`config.mk`:
```
export PLATFORM = sky130hd
export DESIGN_NAME = stream_minmax_tracker
export DESIGN_NICKNAME = d
export VERILOG_FILES = /design/src/rtl/stream_minmax_tracker_pkg.sv /design/src/rtl/stream_minmax_tracker_mag_cmp.sv /design/src/rtl/stream_minmax_tracker.sv
export SDC_FILE = /design/constraint.sdc
export NUM_CORES = 1
export LEC_CHECK = 0
export ABC_CLOCK_PERIOD_IN_PS = 1900
export BUFFER_PORTS_ARGS = -buffer_cell sky130_fd_sc_hd__clkbuf_2
export CORE_UTILIZATION = 40
export CTS_CLUSTER_SIZE = 24
export DETAILED_ROUTE_END_ITERATION = 16
export PLACE_DENSITY = 0.63
export SLEW_MARGIN = 20
export SYNTH_ARGS = -nofsm -noshare
export SYNTH_HDL_FRONTEND = slang
export SYNTH_SLANG_ARGS = --single-unit
export TNS_END_PERCENT = 10
```
`constraint.sdc`:
```
create_clock -name clk -period 1.9 [get_ports clk]
set_input_delay 0.38 -clock clk [delete_from_list [all_inputs] [get_ports clk]]
set_output_delay 0.38 -clock clk [all_outputs]
set_load 0.05 [all_outputs]
```
`src/rtl/stream_minmax_tracker_pkg.sv`:
```
// Shared types and constants for the stream min/max tracker.
// Also holds the 2-bit compare cell used by the comparator tree.
package stream_minmax_tracker_pkg;

  localparam int DEF_WIDTH = 6;
  localparam int DEF_CNT_W = 8;
  localparam logic [DEF_CNT_W-1:0] CNT_MAX = {DEF_CNT_W{1'b1}};

  typedef enum logic [1:0] {
    ST_IDLE = 2'd0,
    ST_RUN  = 2'd1,
    ST_DONE = 2'd2
  } state_e;

  // Returns {gt, eq} for two 2-bit unsigned operands.
  function automatic logic [1:0] cmp2(input logic [1:0] a, input logic [1:0] b);
    logic gt;
    logic eq;
    gt = (a[1] & ~b[1]) | (~(a[1] ^ b[1]) & a[0] & ~b[0]);
    eq = (a == b);
    return {gt, eq};
  endfunction

endpackage

```
`src/rtl/stream_minmax_tracker_mag_cmp.sv`:
```
// Combinational unsigned magnitude comparator: 2-bit cells merged
// MSB-first in a balanced tree.
module mag_cmp
  import stream_minmax_tracker_pkg::*;
#(
  parameter int WIDTH = DEF_WIDTH
) (
  input  logic [WIDTH-1:0] i_a,
  input  logic [WIDTH-1:0] i_b,
  output logic             o_gt,
  output logic             o_eq
);

  localparam int NCELL  = (WIDTH + 1) / 2;
  localparam int LVLS   = $clog2(NCELL);
  localparam int LEAVES = 1 << LVLS;
  localparam int NODES  = 2 * LEAVES - 1;

  logic [2*LEAVES-1:0] w_a_pad;
  logic [2*LEAVES-1:0] w_b_pad;
  logic [NODES-1:0]    w_gt;
  logic [NODES-1:0]    w_eq;
  logic [1:0]          w_cell;

  // Heap-ordered tree: left child is the more significant half, so a
  // decided upper half overrides the lower one. Zero padding compares equal.
  always_comb begin
    w_a_pad            = '0;
    w_b_pad            = '0;
    w_a_pad[WIDTH-1:0] = i_a;
    w_b_pad[WIDTH-1:0] = i_b;
    w_gt               = '0;
    w_eq               = '0;
    w_cell             = 2'b00;
    for (int j = 0; j < LEAVES; j++) begin
      w_cell = cmp2(w_a_pad[2*(LEAVES-1-j) +: 2], w_b_pad[2*(LEAVES-1-j) +: 2]);
      w_gt[LEAVES-1+j] = w_cell[1];
      w_eq[LEAVES-1+j] = w_cell[0];
    end
    for (int k = LEAVES - 2; k >= 0; k--) begin
      w_gt[k] = w_gt[2*k+1] | (w_eq[2*k+1] & w_gt[2*k+2]);
      w_eq[k] = w_eq[2*k+1] & w_eq[2*k+2];
    end
  end

  assign o_gt = w_gt[0];
  assign o_eq = w_eq[0];

endmodule

```
`src/rtl/stream_minmax_tracker.sv`:
```
// Tracks running max/min and sample count over a valid/ready packet and
// presents the result on a held valid/ready output port.
module stream_minmax_tracker
  import stream_minmax_tracker_pkg::*;
#(
  parameter int WIDTH = DEF_WIDTH,
  parameter int CNT_W = DEF_CNT_W
) (
  input  logic             clk,
  input  logic             rst_n,
  input  logic             i_in_valid,
  output logic             o_in_ready,
  input  logic [WIDTH-1:0] i_in_data,
  input  logic             i_in_last,
  output logic             o_out_valid,
  input  logic             i_out_ready,
  output logic [WIDTH-1:0] o_out_max,
  output logic [WIDTH-1:0] o_out_min,
  output logic [CNT_W-1:0] o_out_count,
  output logic             o_out_all_eq,
  output logic             o_out_ovf
);

  localparam logic [CNT_W-1:0] L_CNT_MAX = {CNT_W{1'b1}};
  localparam logic [CNT_W-1:0] L_CNT_ONE = CNT_W'(1);

  state_e           r_state;
  state_e           w_state_nxt;
  logic             r_in_ready;
  logic             r_out_valid;
  logic             w_in_ready_nxt;
  logic             w_out_valid_nxt;

  logic [WIDTH-1:0] r_max;
  logic [WIDTH-1:0] r_min;
  logic [CNT_W-1:0] r_count;
  logic             r_all_eq;
  logic             r_ovf;
  logic [WIDTH-1:0] w_max_nxt;
  logic [WIDTH-1:0] w_min_nxt;
  logic [CNT_W-1:0] w_count_nxt;
  logic             w_all_eq_nxt;
  logic             w_ovf_nxt;

  logic             w_accept;
  logic             w_gt_max;
  logic             w_eq_max;
  logic             w_gt_min;
  logic             w_eq_min;
  logic             w_lt_min;

  assign w_accept = i_in_valid & r_in_ready;
  assign w_lt_min = ~w_gt_min & ~w_eq_min;

  mag_cmp #(.WIDTH(WIDTH)) u_cmp_max (
    .i_a  (i_in_data),
    .i_b  (r_max),
    .o_gt (w_gt_max),
    .o_eq (w_eq_max)
  );

  mag_cmp #(.WIDTH(WIDTH)) u_cmp_min (
    .i_a  (i_in_data),
    .i_b  (r_min),
    .o_gt (w_gt_min),
    .o_eq (w_eq_min)
  );

  // State register
  always_ff @(posedge clk or negedge rst_n) begin
    if (!rst_n) begin
      r_state <= ST_IDLE;
    end else begin
      r_state <= w_state_nxt;
    end
  end

  // Next-state logic
  always_comb begin
    w_state_nxt = r_state;
    case (r_state)
      ST_IDLE, ST_RUN: begin
        if (w_accept) begin
          w_state_nxt = i_in_last ? ST_DONE : ST_RUN;
        end else begin
          w_state_nxt = r_state;
        end
      end
      ST_DONE: begin
        if (i_out_ready) begin
          w_state_nxt = ST_IDLE;
        end else begin
          w_state_nxt = ST_DONE;
        end
      end
      default: w_state_nxt = ST_IDLE;
    endcase
  end

  // Handshake outputs decoded from the next state so they are registered
  always_comb begin
    w_in_ready_nxt  = 1'b0;
    w_out_valid_nxt = 1'b0;
    case (w_state_nxt)
      ST_IDLE, ST_RUN: begin
        w_in_ready_nxt  = 1'b1;
        w_out_valid_nxt = 1'b0;
      end
      ST_DONE: begin
        w_in_ready_nxt  = 1'b0;
        w_out_valid_nxt = 1'b1;
      end
      default: begin
        w_in_ready_nxt  = 1'b0;
        w_out_valid_nxt = 1'b0;
      end
    endcase
  end

  // Handshake output registers
  always_ff @(posedge clk or negedge rst_n) begin
    if (!rst_n) begin
      r_in_ready  <= 1'b0;
      r_out_valid <= 1'b0;
    end else begin
      r_in_ready  <= w_in_ready_nxt;
      r_out_valid <= w_out_valid_nxt;
    end
  end

  // Datapath next values; all-equal survives only while every sample matches
  always_comb begin
    w_max_nxt    = r_max;
    w_min_nxt    = r_min;
    w_count_nxt  = r_count;
    w_all_eq_nxt = r_all_eq;
    w_ovf_nxt    = r_ovf;
    if (w_accept && (r_state == ST_IDLE)) begin
      w_max_nxt    = i_in_data;
      w_min_nxt    = i_in_data;
      w_count_nxt  = L_CNT_ONE;
      w_all_eq_nxt = 1'b1;
      w_ovf_nxt    = 1'b0;
    end else if (w_accept && (r_state == ST_RUN)) begin
      w_max_nxt    = w_gt_max ? i_in_data : r_max;
      w_min_nxt    = w_lt_min ? i_in_data : r_min;
      w_all_eq_nxt = r_all_eq & w_eq_max & w_eq_min;
      if (r_count == L_CNT_MAX) begin
        w_count_nxt = r_count;
        w_ovf_nxt   = 1'b1;
      end else begin
        w_count_nxt = r_count + L_CNT_ONE;
        w_ovf_nxt   = r_ovf;
      end
    end else begin
      w_max_nxt    = r_max;
      w_min_nxt    = r_min;
      w_count_nxt  = r_count;
      w_all_eq_nxt = r_all_eq;
      w_ovf_nxt    = r_ovf;
    end
  end

  // Datapath registers
  always_ff @(posedge clk or negedge rst_n) begin
    if (!rst_n) begin
      r_max    <= '0;
      r_min    <= '0;
      r_count  <= '0;
      r_all_eq <= 1'b0;
      r_ovf    <= 1'b0;
    end else begin
      r_max    <= w_max_nxt;
      r_min    <= w_min_nxt;
      r_count  <= w_count_nxt;
      r_all_eq <= w_all_eq_nxt;
      r_ovf    <= w_ovf_nxt;
    end
  end

  assign o_in_ready   = r_in_ready;
  assign o_out_valid  = r_out_valid;
  assign o_out_max    = r_max;
  assign o_out_min    = r_min;
  assign o_out_count  = r_count;
  assign o_out_all_eq = r_all_eq;
  assign o_out_ovf    = r_ovf;

endmodule

```
# Word-level counts from Yosys, hierarchy flattened
# Cells that the tools add are included.
[word_totals]
reg_bits = 26
latchBits = 0
mem_bits_rw = 0
romBits = 0
inputBits = 11
out_inout_bits = 24
word_cells = 121
n_memories = 0
[classes]
add_sub_neg = 1
multipliers = 0
n_div = 0
magnitude_cmp = 0
n_eq_ne = 12
n_shift = 0
muxes = 20
bitwise = 66
n_reduce_logical = 14
[ops]
columns = ["operator", "n"]
rows = [
  ["2-to-1 mux 6 bit", 6],
  ["AND 1 bit", 30],
  ["2-to-1 mux 8 bit", 3],
  ["inverter 1 bit", 20],
  ["== test 2 bit", 6],
  ["OR 1 bit", 10],
  ["adder 8 x 1 -> 8 bit, second input constant", 1],
  ["== test 8 bit, second input constant", 1],
  ["AND reduction 2 bit", 4],
  ["nonzero test 2 bit", 4],
  ["2-to-1 mux 1 bit", 7],
  ["2-to-1 mux 2 bit", 3],
  ["XOR 1 bit", 6],
  ["== test 2 x 1 -> 1 bit, second input constant", 2],
  ["== test 2 bit, second input constant", 2],
  ["logical NOT 2 bit", 2],
  ["case mux 2 bit (2 select lines)", 1],
  ["OR reduction 2 bit", 2],
  ["logical AND 1 bit", 2],
  ["!= test 2 bit, second input constant", 1],
]

# Logic depth before layout (Yosys ltp)
[depth]
ltp_word = 14
mapped_depth = 7

# By module
# From an unflattened synthesis, not the netlist that was laid out.
[unflattened]
hier_cells = 143
hier_area_um2 = 1470.2
[modules_own_cells]
columns = ["module", "instances", "cells_each", "area_per_inst_um2", "seq_area_each_um2"]
rows = [
  ["stream_minmax_tracker", 1, 105, 1189.9, 650.6],
  ["mag_cmp", 2, 19, 140.1, 0.0],
]

# Worst setup path before layout
# Ideal clock, no wire load.
[synth_timing]
kind = "flip-flop to flip-flop"
startpoint = "reg r_min[1], in the netlist o_out_min[1]"
endpoint = "reg r_min[0], in the netlist o_out_min[0]"
setup_ns = 0.128
arrival_time_ns = 2.171
required_time_ns = 1.772
path_slack_ns = -0.399
path_stages_with_launch = 8
path_buffers = 0
period_less_slack_ns = 2.299
cell_sequence = "dfrtp_1 inv_1 ha_1 and3b_1 a2111oi_2 o31ai_2 o21ai_4 mux2_1"
[synth_between]
elab_chain_cells = 13
word_cells_on_any_way = 19
cone_classes = "eq/ne (1); bitwise (16); reduce/logical (2)"
[synth_rtl]
columns = ["item", "line", "rtl"]
rows = [
  ["start: declaration", "stream_minmax_tracker.sv:35", "logic [WIDTH-1:0] r_min;"],
  ["start signal: assignment", "stream_minmax_tracker.sv:174", "r_min <= w_min_nxt;"],
  ["XOR 1 bit", "stream_minmax_tracker_pkg.sv:19", "gt = (a[1] & ~b[1]) | (~(a[1] ^ b[1]) & a[0] & ~b[0]);"],
  ["inverter 1 bit", "stream_minmax_tracker_pkg.sv:19", ""],
  ["AND 1 bit (2 in a row)", "stream_minmax_tracker_pkg.sv:19", ""],
  ["OR 1 bit", "stream_minmax_tracker_pkg.sv:19", ""],
  ["AND 1 bit", "stream_minmax_tracker_mag_cmp.sv:41", "w_gt[k] = w_gt[2*k+1] | (w_eq[2*k+1] & w_gt[2*k+2]);"],
  ["OR 1 bit", "stream_minmax_tracker_mag_cmp.sv:41", ""],
  ["AND 1 bit", "stream_minmax_tracker_mag_cmp.sv:41", ""],
  ["OR 1 bit", "stream_minmax_tracker_mag_cmp.sv:41", ""],
  ["inverter 1 bit", "stream_minmax_tracker.sv:53", "assign w_lt_min = ~w_gt_min & ~w_eq_min;"],
  ["AND 1 bit *", "stream_minmax_tracker.sv:53", ""],
  ["nonzero test 2 bit (no source line) *", "-", ""],
  ["AND reduction 2 bit (no source line) *", "-", ""],
]
# Mark *: on every way between the ends. The rest lies on a longest branch, timed or not.
# A chain may end at the register's enable or synchronous reset.

# Final worst setup path
[layout_timing]
startpoint = "reg r_min[1], in the netlist o_out_min[1]"
endpoint = "reg r_min[1], in the netlist o_out_min[1]"
# The elaborated chain is that of the path after synthesis.

==> out/metrics.cfg <==
[synth]
yosys_warnings=0
synth_top_area_cell=dfrtp_1
synthAdderAreaFrac=0.06050
syn_area_um2=1448
synth.area.mux_share=0.09334
yosysSeqAreaShare=0.4494
synth_simple_gate_area_frac=0.1487
ys_ff_latch=26
syn_nets=158
syn_area_per_cell_um2=10.34
synth.area.top_cells=dfrtp_1 45%, xnor2_1 6.7%, ha_1 6.1%, mux2_2 5.4%, mux2_1 3.9%
synth_top_area_frac=0.4494
synth.distinct_cells=33
synth_top_family_by_area=simple AND/OR/NAND/NOR gates
syn_inst=140
synth_xor_area_frac=0.06655
synth_compound_area_frac=0.1305

[clock_tree]
cts_root_buffer=clkbuf_4
cts_tree=yes
insertion_delay_ns=0.32
cts_buffers=3
cts.htree.levels=1
cts_hold_buffers=0
clk_pin_slew_ns=0.14
cts.path.max_buffers=2
cts.sinks=26

[sta]
slew-limit-headroom=0.5884
rsz0062_at_grt=true
period_needed_ns=1.894
setup_tns_ns=0
setup_viol=0
fin_skew_ns=0.006070
hold_viol_final=0
worstMarginPinSlew_ns=0.6174
period_share=0.9967
fmax_ghz=0.5280
slew_violations=0

[setup_path]
required_ns=2.12
critical_path.slowest_cell=dfrtp_2
crit_fanout=5
max_stage_delay_ns=0.43
cp.depth=7
critPathLaunchType=register
crit_buf_inv=1
cpLargestDelayFamily=compound AO/OA/AOI/OAI gates
crit_path_cell_trace=inv_2 -> ha_4 -> and3b_1 -> a2111oi_4 -> o31ai_2 -> o21ai_4 -> mux2_4
critPathKind=reg2reg
rr_worst_depth=7
cp.arrival_ns=2.11
end_kind=register

[power]
max-vdd-ir-drop_v=0.0008740
power_density_nw_per_um2=1629
p_leak_nw=0.8906

[global_routing]
gr-usage-all-layers=0.1607
grt_pass1_wl_um=4974
grt_overflow=0
grt_pass1_vias=1131
grt_max_degree=27
antenna_found_initial=0

[floorplan]
fp.dieW_um=62.16
initial_core_util=0.4271
num_rows=21
ios=35
die_y_um=62.16
die_area_um2=3864
core_um2=3390

[layout]
final_util=0.5563
fill_cells=304
multiInputGateArea_um2=789.5
drive_above_1_share=0.4233
diodes=0
synthToLayoutAreaGrowth_pct=30.25
seq_area_um2=658.1
nets=208

[placement]
dpl.hpwl_um=2279
place.gp.congestion=0.8451
io_buffers=34

[detailed_routing]
drtIter0Drc=25
first_pass_iters=4
ant_nets=0
route.detailed.drc=0
vias_per_cell=4.902
vias=1152
wl_um=2841
avgRoutedWirePerCell_um=12.09

[min_path]
hp-class=in2async

[flow_run]
drv_cap=0

[status]
outcome=complete, no violations

[per-stage QoR]
stage	power [mW]	setup WS, ns	cells	hold slack, ns	instance area (µm²)
2_1_floorplan	2.202	-0.1311	140	0.08441	1499
3_3_place_gp	2.634	-0.07337	230	0.4200	1803
3_5_place_dp	2.677	-0.1458	230	0.4255	1803
4_1_cts	3.094	-0.03601	235	0.05179	1876
5_1_grt	3.266	-0.1053	235	0.08605	1886
6_report	3.071	0.006197	235	0.04263	1886
[worst reg2reg max path, delay by kind of cell (launching register included)]
| kind | cells | cell delay (ns) |
|---|---|---|
| compound gates | 3 | 0.59 |
| flops | 1 | 0.43 |
| mux | 1 | 0.33 |
| fa+ha+maj | 1 | 0.20 |
| simple gates | 1 | 0.18 |
| buf+inv | 1 | 0.07 |
[layout make-up]
class,count,area share
flip-flops and latches,26,0.3490
clock inverters,1,0.01593
multi-input cells,97,0.4187
inverters,14,0.02787
well taps,46,0.03052
clock buffers,3,0.01194
repair buffers,48,0.1460
[logic make-up after synthesis]
logic type                 count (synthesis)
and+or+nand+nor                           46
DFF                                       26
AOI/OAI and AO/OA                         21
buffers and inverters                     17
muxes                                     12
xor gates and xnor gates                  11
adders and majority gates                  7
[final timing paths]
path	start	to	slack, ns
hold / removal	rst_n	o_out_count[4]	0.04
setup / recovery	o_out_min[1]	o_out_min[1]	0.006
max in group asynchronous	rst_n	o_out_max[5]	1.42
setup reg to reg	o_out_min[1]	o_out_min[1]	0.006
hold reg to reg	o_out_all_eq	o_out_all_eq	0.50
min in group clk	i_in_last	o_out_valid	0.32
[synthesized netlist by cell type]
library cell	number
nand4_1	1
a311o_1	1
and2_1	2
mux2_2	7
o41ai_4	1
nand3_1	3
o41ai_1	1
nor2_1	14
a31oi_1	2
o31ai_2	1
o21ai_4	1
a22oi_2	1
nand2_1	14
a22o_1	2
mux2_1	5
o2111ai_1	1
nand3b_1	1
o21ai_0	4
ha_1	7
a21oi_1	4
buf_6	1
nor3_1	4
inv_1	14
nand2b_1	1
buf_2	2
nor4_1	2
nor2b_1	1
o21a_1	1
dfrtp_1	26
a2111oi_2	1
and3b_1	2
xnor2_1	11
or3_1	1
[sequential cells by signal, summed over array words and instances, names as in the netlist]
name / cells
o_out_count: 8
o_out_max: 6
o_out_min: 6
r_state: 2
o_in_ready: 1
o_out_all_eq: 1
o_out_ovf: 1
o_out_valid: 1
[where the power goes]
part / switching (mW) / internal, mW / total [mW]
clock: 0.164 / 0.213 / 0.377
combinational: 1.11 / 0.661 / 1.77
sequential: 0.185 / 0.741 / 0.926
[placed cells by master, fill, tap and decap left out, drive strengths merged, types with 3 or more instances in the layout]
master | synthesis | layout
a21oi | 4 | 4
buf | 3 | 14
clkbuf | 0 | 37
dfrtp | 26 | 26
ha | 7 | 7
inv | 14 | 14
mux2 | 12 | 12
nand2 | 14 | 14
nand3 | 3 | 3
nor2 | 14 | 14
nor3 | 4 | 4
o21ai | 5 | 5
xnor2 | 11 | 11
[routing by layer]
| metal | up-vias | track usage | part of all wire |
|---|---|---|---|
| met5 | - | 0 | 0 |
| met4 | 0 | 0.05233 | 0.0070 |
| met3 | 2 | 0.02574 | 0.031 |
| met2 | 18 | 0.2734 | 0.49 |
| met1 | 549 | 0.2080 | 0.48 |
| li1 | 583 | - | - |
[timing repair]
action / CTS / global route
setup endpoints to repair: 5 / 5
gates cloned: 0 / 0
setup buffers: 1 / 0
resized for setup: 1 / 2
pin swaps: 2 / 1
No activity file was read; power rests on OpenSTA's default activity.
